## src/rtl/uart_pkg.sv

```systemverilog
// Shared definitions for the UART receive path: oversampling ratio, vote tick
// indices, byte FSM encoding and the per-rate baud divider table.
package uart_pkg;

  localparam int OVERSAMPLE = 16;
  localparam int TICK_W     = $clog2(OVERSAMPLE);
  localparam int DIV_W      = 16;

  localparam logic [TICK_W-1:0] SAMPLE_T0 = TICK_W'(7);
  localparam logic [TICK_W-1:0] SAMPLE_T1 = TICK_W'(8);
  localparam logic [TICK_W-1:0] SAMPLE_T2 = TICK_W'(9);

  typedef enum logic [1:0] {
    S_IDLE  = 2'd0,
    S_START = 2'd1,
    S_DATA  = 2'd2,
    S_STOP  = 2'd3
  } rx_state_e;

  // Each branch folds to a constant once clk_freq is a parameter.
  function automatic logic [DIV_W-1:0] baud_div(input int clk_freq, input logic [2:0] baud_set);
    logic [DIV_W-1:0] d;
    case (baud_set)
      3'd0:    d = DIV_W'(clk_freq / (9600 * OVERSAMPLE) - 1);
      3'd1:    d = DIV_W'(clk_freq / (19200 * OVERSAMPLE) - 1);
      3'd2:    d = DIV_W'(clk_freq / (38400 * OVERSAMPLE) - 1);
      3'd3:    d = DIV_W'(clk_freq / (57600 * OVERSAMPLE) - 1);
      default: d = DIV_W'(clk_freq / (115200 * OVERSAMPLE) - 1);
    endcase
    return d;
  endfunction

endpackage

```

## src/rtl/uart_byte_rx.sv

```systemverilog
// 8N1 byte receiver: 2-FF synchroniser, 16x oversampling divider, byte FSM and
// 3-sample majority vote. byte_valid / frame_err pulse one cycle after the stop vote.
module uart_byte_rx
  import uart_pkg::*;
#(
  parameter int CLK_FREQ = 50000000
) (
  input  logic       clk,
  input  logic       rst_n,
  input  logic       rx,
  input  logic [2:0] baud_set,
  output logic [7:0] rx_byte,
  output logic       byte_valid,
  output logic       frame_err,
  output logic [1:0] state_dbg
);

  rx_state_e         state, state_nx;
  logic              rx_meta, rx_sync, rx_prev;
  logic              start_edge;
  logic [DIV_W-1:0]  div_lat, div_cnt;
  logic [TICK_W-1:0] tick_cnt;
  logic              tick, vote_tick, vote;
  logic              v0, v1;
  logic [2:0]        bit_idx;
  logic [7:0]        shreg;

  always_ff @(posedge clk or negedge rst_n) begin
    if (!rst_n) begin
      rx_meta <= 1'b1;
      rx_sync <= 1'b1;
      rx_prev <= 1'b1;
    end else begin
      rx_meta <= rx;
      rx_sync <= rx_meta;
      rx_prev <= rx_sync;
    end
  end

  assign start_edge = rx_prev & ~rx_sync;
  assign tick       = (state != S_IDLE) && (div_cnt == div_lat);
  assign vote_tick  = tick && (tick_cnt == SAMPLE_T2);
  assign vote       = (v0 & v1) | (v0 & rx_sync) | (v1 & rx_sync);

  always_ff @(posedge clk or negedge rst_n) begin
    if (!rst_n) state <= S_IDLE;
    else        state <= state_nx;
  end

  // Every state decision is taken at the vote tick, so the stop bit releases
  // the FSM at mid-bit and a back-to-back start edge is not missed.
  always_comb begin
    state_nx = state;
    case (state)
      S_IDLE:  if (start_edge) state_nx = S_START;
      S_START: if (vote_tick) state_nx = vote ? S_IDLE : S_DATA;
      S_DATA:  if (vote_tick && (bit_idx == 3'd7)) state_nx = S_STOP;
      S_STOP:  if (vote_tick) state_nx = S_IDLE;
      default: state_nx = S_IDLE;
    endcase
  end

  always_ff @(posedge clk or negedge rst_n) begin
    if (!rst_n) begin
      div_lat    <= '0;
      div_cnt    <= '0;
      tick_cnt   <= '0;
      v0         <= 1'b1;
      v1         <= 1'b1;
      bit_idx    <= '0;
      shreg      <= '0;
      byte_valid <= 1'b0;
      frame_err  <= 1'b0;
    end else begin
      byte_valid <= 1'b0;
      frame_err  <= 1'b0;
      if (state == S_IDLE) begin
        div_cnt  <= '0;
        tick_cnt <= '0;
        if (start_edge) div_lat <= baud_div(CLK_FREQ, baud_set);
      end else if (tick) begin
        div_cnt  <= '0;
        tick_cnt <= tick_cnt + 1'b1;
        if (tick_cnt == SAMPLE_T0) v0 <= rx_sync;
        if (tick_cnt == SAMPLE_T1) v1 <= rx_sync;
      end else begin
        div_cnt <= div_cnt + 1'b1;
      end
      if (vote_tick) begin
        case (state)
          S_START: bit_idx <= '0;
          S_DATA: begin
            shreg   <= {vote, shreg[7:1]};
            bit_idx <= bit_idx + 1'b1;
          end
          S_STOP: begin
            byte_valid <= vote;
            frame_err  <= ~vote;
          end
          default: ;
        endcase
      end
    end
  end

  assign rx_byte   = shreg;
  assign state_dbg = state;

endmodule

```

## src/rtl/uart_data_rx.sv

```systemverilog
// Multi-byte UART receiver: assembles DATA_WIDTH/8 bytes into one word with a Rx_Done pulse.
// Optional inter-byte timeout is built when UART_RX_TIMEOUT_EN is defined.
module uart_data_rx
  import uart_pkg::*;
#(
  parameter int DATA_WIDTH   = 256,
  parameter int MSB_FIRST    = 0,
  parameter int CLK_FREQ     = 50000000,
  parameter int TIMEOUT_BITS = 20
) (
  input  logic                  Clk,
  input  logic                  Rst_n,
  input  logic                  uart_rx,
  input  logic [2:0]            Baud_Set,
  output logic [DATA_WIDTH-1:0] data,
  output logic                  Rx_Done,
  output logic                  uart_state,
  output logic                  Frame_Err,
  output logic                  Rx_Timeout
);

  localparam int NB = DATA_WIDTH / 8;
  localparam int CW = (NB > 1) ? $clog2(NB) : 1;
  localparam logic [CW-1:0] LAST = CW'(NB - 1);

  if ((DATA_WIDTH % 8) != 0 || DATA_WIDTH < 8 || TIMEOUT_BITS < 1) begin : g_bad_cfg
    $error("uart_data_rx: DATA_WIDTH must be a multiple of 8 (>= 8) and TIMEOUT_BITS >= 1");
  end

  logic [7:0]            rx_byte;
  logic                  byte_valid, frame_err;
  logic [1:0]            rx_fsm;
  logic [CW-1:0]         count, slot;
  logic [DATA_WIDTH-1:0] shadow, shadow_merged;
  logic                  timeout_hit;

  uart_byte_rx #(.CLK_FREQ(CLK_FREQ)) u_byte_rx (
    .clk        (Clk),
    .rst_n      (Rst_n),
    .rx         (uart_rx),
    .baud_set   (Baud_Set),
    .rx_byte    (rx_byte),
    .byte_valid (byte_valid),
    .frame_err  (frame_err),
    .state_dbg  (rx_fsm)
  );

  assign Frame_Err = frame_err;

  always_comb begin
    slot          = (MSB_FIRST != 0) ? (LAST - count) : count;
    shadow_merged = shadow;
    shadow_merged[{slot, 3'b000} +: 8] = rx_byte;
  end

  // The final byte goes straight into data via the merged view, so the shadow
  // never needs clearing between words.
  always_ff @(posedge Clk or negedge Rst_n) begin
    if (!Rst_n) begin
      data       <= '0;
      shadow     <= '0;
      count      <= '0;
      Rx_Done    <= 1'b0;
      uart_state <= 1'b0;
    end else begin
      Rx_Done <= 1'b0;
      if (byte_valid) begin
        shadow <= shadow_merged;
        if (count == LAST) begin
          data       <= shadow_merged;
          Rx_Done    <= 1'b1;
          count      <= '0;
          uart_state <= 1'b0;
        end else begin
          count <= count + 1'b1;
        end
      end else if (frame_err || timeout_hit) begin
        count      <= '0;
        uart_state <= 1'b0;
      end
      if (rx_fsm == S_DATA) uart_state <= 1'b1;
    end
  end

`ifdef UART_RX_TIMEOUT_EN
  localparam int TMO_TICKS = TIMEOUT_BITS * OVERSAMPLE;
  localparam int TMO_W     = $clog2(TMO_TICKS + 1);

  logic [DIV_W-1:0] to_div, to_div_cnt;
  logic [TMO_W-1:0] idle_ticks;
  logic             idle_run;

  assign to_div      = baud_div(CLK_FREQ, Baud_Set);
  assign idle_run    = (count != '0) && (rx_fsm == S_IDLE);
  assign timeout_hit = idle_run && (idle_ticks == TMO_W'(TMO_TICKS));

  // Leaving IDLE (a start edge) stops idle_run and so clears the counter.
  always_ff @(posedge Clk or negedge Rst_n) begin
    if (!Rst_n) begin
      to_div_cnt <= '0;
      idle_ticks <= '0;
      Rx_Timeout <= 1'b0;
    end else begin
      Rx_Timeout <= timeout_hit;
      if (!idle_run || timeout_hit) begin
        to_div_cnt <= '0;
        idle_ticks <= '0;
      end else if (to_div_cnt == to_div) begin
        to_div_cnt <= '0;
        idle_ticks <= idle_ticks + 1'b1;
      end else begin
        to_div_cnt <= to_div_cnt + 1'b1;
      end
    end
  end
`else
  assign timeout_hit = 1'b0;
  assign Rx_Timeout  = 1'b0;
`endif

endmodule

```

## config.mk

```make
export PLATFORM = sky130hd
export DESIGN_NAME = uart_data_rx
export DESIGN_NICKNAME = d
export VERILOG_FILES = /design/src/rtl/uart_pkg.sv /design/src/rtl/uart_byte_rx.sv /design/src/rtl/uart_data_rx.sv
export SDC_FILE = /design/constraint.sdc
export NUM_CORES = 1
export LEC_CHECK = 0
export BUFFER_PORTS_ARGS = -buffer_cell sky130_fd_sc_hd__buf_4
export CORE_MARGIN = 4
export CORE_UTILIZATION = 60
export DETAILED_ROUTE_END_ITERATION = 16
export PLACE_DENSITY = 0.81
export SYNTH_ARGS = -nofsm -noshare
export SYNTH_HDL_FRONTEND = slang
export SYNTH_SLANG_ARGS = --single-unit
export TNS_END_PERCENT = 100
```

## constraint.sdc

```tcl
create_clock -name Clk -period 4.4 [get_ports Clk]
set_clock_uncertainty 0.15 [all_clocks]
set_input_delay 0.66 -clock Clk [delete_from_list [all_inputs] [get_ports Clk]]
set_output_delay 0.66 -clock Clk [all_outputs]
set_load 0.01 [all_outputs]
```

==> results_dict.tcl <==
set metrics [dict create \
    ant_nets 0 \
    grt_max_degree 158 \
    path_max_fanout 18 \
    rsz0062_at_grt "false" \
    wl_met3_mm 5.96 \
    globalRouteTotalUtil 0.299 \
    synthMuxAreaShare 0.156 \
    min_period_ps 3810 \
    layout_commonest_cell "dfrtp_1" \
    drc 0 \
    cap_violations 0 \
    nNetsFinal 2544 \
    layout_common_cells "561 x dfrtp_1, 278 x buf_4, 272 x nand2_1" \
    setup_tns_ps 0 \
    syn-num-nets 2353 \
    ctsHtreeMaxLevel 2 \
    cts.sink_count 566 \
    dp_hpwl_mm 45.7 \
    cts_buffers 56 \
    wl_met2_mm 32.1 \
    period_share 0.866 \
    io_pins 266 \
    power_leakage_nw 14.1 \
    synth_compound_area_frac 0.111 \
    slew_violations 0 \
    port_buffers 264 \
    clock_latency_ps 600 \
    finalSetupViolations 0 \
    slew_headroom 0.0614 \
    worst-r2r-setup-slack_ps 590 \
    top_layer "met4" \
    yosysSeqAreaShare 0.565 \
    synth.cell_area_sq_um 25100 \
    synthSimpleGateAreaFrac 0.122 \
    path_class "flip-flop to flip-flop" \
    drtPass1Iterations 6 \
    syn_to_final_growth_pct 16.7 \
    die_w_um 212 \
    ys_types 70 \
    routed_wl_mm 67.9 \
    initial_core_util 0.610 \
    crit_arrival_ps 4190 \
    finalHoldViolCount 0 \
    end_kind "flip-flop" \
    grt_pass1_wl_mm 106 \
    vias 18900 \
    setup_ws_ps 588 \
    antenna_found_initial 0 \
    ys_ff_latch 566 \
    gp_congestion 0.906 \
    status "complete, no violations" \
    synth-main-ff-cell "dfrtp_1" \
    hold_path_class "input pin to flip-flop" \
    synth_edf_count 0 \
    async_flop_share 1.00 \
    vdd_ir_drop_max_uv 290 \
    via_per_inst 6.11 \
    max_freq_mhz 262 \
    die_area_sq_um 45200 \
    cts_tree "built" \
    clkTransAtPathRegs_ps 60 \
    cts_buffer_depth 3 \
    die_h_um 212 \
    diodes 0 \
    drt-met1-wl_mm 26.8 \
    dp_slack_ps 742 \
    fp.coreArea_sq_um 41100 \
    worst_slew_pin_slew_ps 1410 \
    required_ps 4780 \
    synth_fa_ha_area_frac 0.00888 \
    synth_top_family_by_area "multiplexers" \
    cellPowerDensity_nw_per_um2 363 \
    drt-initial-drc-count 1925 \
    clockRootBuffer "clkbuf_16" \
    syn_avg_cell_area_sq_um 10.8 \
    std_cell_rows 74 \
    synth-xor-area-share 0.00863 \
    yosys_warnings 0 \
    routedWlPerCell_um 21.9 \
    grt_pass1_vias 19200 \
    drive_gt1_frac 0.254 \
    synthCells 2330 \
    grt.overflow.total 0 \
    crit_path_start_kind "flip-flop" \
]
## path summary, 6_finish.rpt
| kind | cells past startpoint | from | end |
|---|---|---|---|
| min reg2reg | 0 | u_byte_rx.rx_meta | u_byte_rx.rx_sync |
| max | 8 | count[1] | data[219] |
| min in group asynchronous | 2 | Rst_n | data[121] |
| max in group asynchronous | 4 | Rst_n | u_byte_rx.v0 |
| min | 2 | Baud_Set[1] | u_byte_rx.div_lat[8] |
| max reg2reg | 8 | count[1] | data[219] |
## stage by stage
| stage | utilization | cells | power, W | hold WS, ps | area [sq um] |
|---|---|---|---|---|---|
| global placement | 0.666 | 2993 | 0.00576 | 197 | 27400 |
| global route | 0.713 | 3096 | 0.0110 | 107 | 29300 |
| finish | 0.713 | 3096 | 0.0106 | 113 | 29300 |
| CTS | 0.713 | 3096 | 0.0107 | 81.1 | 29300 |
| floorplan | - | 2330 | 0.00560 | 195 | 25100 |
| detailed placement | 0.666 | 2993 | 0.00578 | 197 | 27400 |
## layout make-up
type,count,area [sq um]
repair buffers,289,2280
inverters,16,70.1
clock buffers,81,1640
clock inverters,20,258
fillers,2889,11800
flip-flops and latches,566,14200
multi-input cells,1592,10200
well taps,532,666
## routing by layer
metal  vias to the layer above  track usage
li1                       8410            -
met2                       917        0.471
met1                      9398        0.400
met3                       202       0.0668
met4                         0        0.139
met5                         -            0
## cells in the mapped netlist (10+ instances only)
cell type / count / area share
nand3_1: 23 / 0.0046
clkbuf_1: 113 / 0.017
nand2_1: 273 / 0.041
dfrtp_1: 561 / 0.56
ha_1: 17 / 0.0085
nand2b_1: 13 / 0.0032
a21oi_1: 239 / 0.048
buf_2: 25 / 0.0050
nand4_1: 10 / 0.0025
o21ai_0: 156 / 0.031
inv_1: 15 / 0.0022
nor2_4: 14 / 0.0063
nor2_1: 238 / 0.036
and3_1: 18 / 0.0045
nor2_2: 12 / 0.0030
and2_1: 20 / 0.0050
xor2_1: 13 / 0.0045
mux2_2: 198 / 0.089
o21ai_1: 58 / 0.012
mux2i_1: 155 / 0.062
a31oi_1: 26 / 0.0065
## power by group
group	switching [W]	total (W)	internal, W
Sequential	0.0000566	0.00531	0.00526
Combinational	0.000248	0.000364	0.000116
Clock	0.00203	0.00496	0.00292
## flip-flops by register name, indices dropped and copies added (netlist names), 3 cells and up, named ones only
| signal | count |
|---|---|
| u_byte_rx.tick_cnt | 4 |
| u_byte_rx.div_cnt | 16 |
| u_byte_rx.bit_idx | 3 |
| count | 5 |
| data | 256 |
| u_byte_rx.rx_byte | 8 |
| shadow | 256 |
| u_byte_rx.div_lat | 7 |
## cell families (layout without fill, tap and decap cells)
group	count (synthesis)	after routing
simple gates	672	672
flops	566	566
compound gates	516	516
mux	362	362
buf+inv	172	406
xor+xnor	23	23
fa+ha+maj	18	18
other cells	1	1
## worst max-delay path, stage by stage (launching register included)
cell and delay, ps:
dfrtp_1 530, inv_1 130, ha_1 360, xnor2_2 750, buf_4 360, nand2_1 290
nor3_1 770, a21oi_1 190, a21oi_1 200
## timing repair
item                       CTS  global route
hold endpoints to repair    78             0
hold buffers                 2             0
setup endpoints to repair    0             0
resized for setup            0             0
buffers inserted             0             0
(Power assumes the default switching activity.)
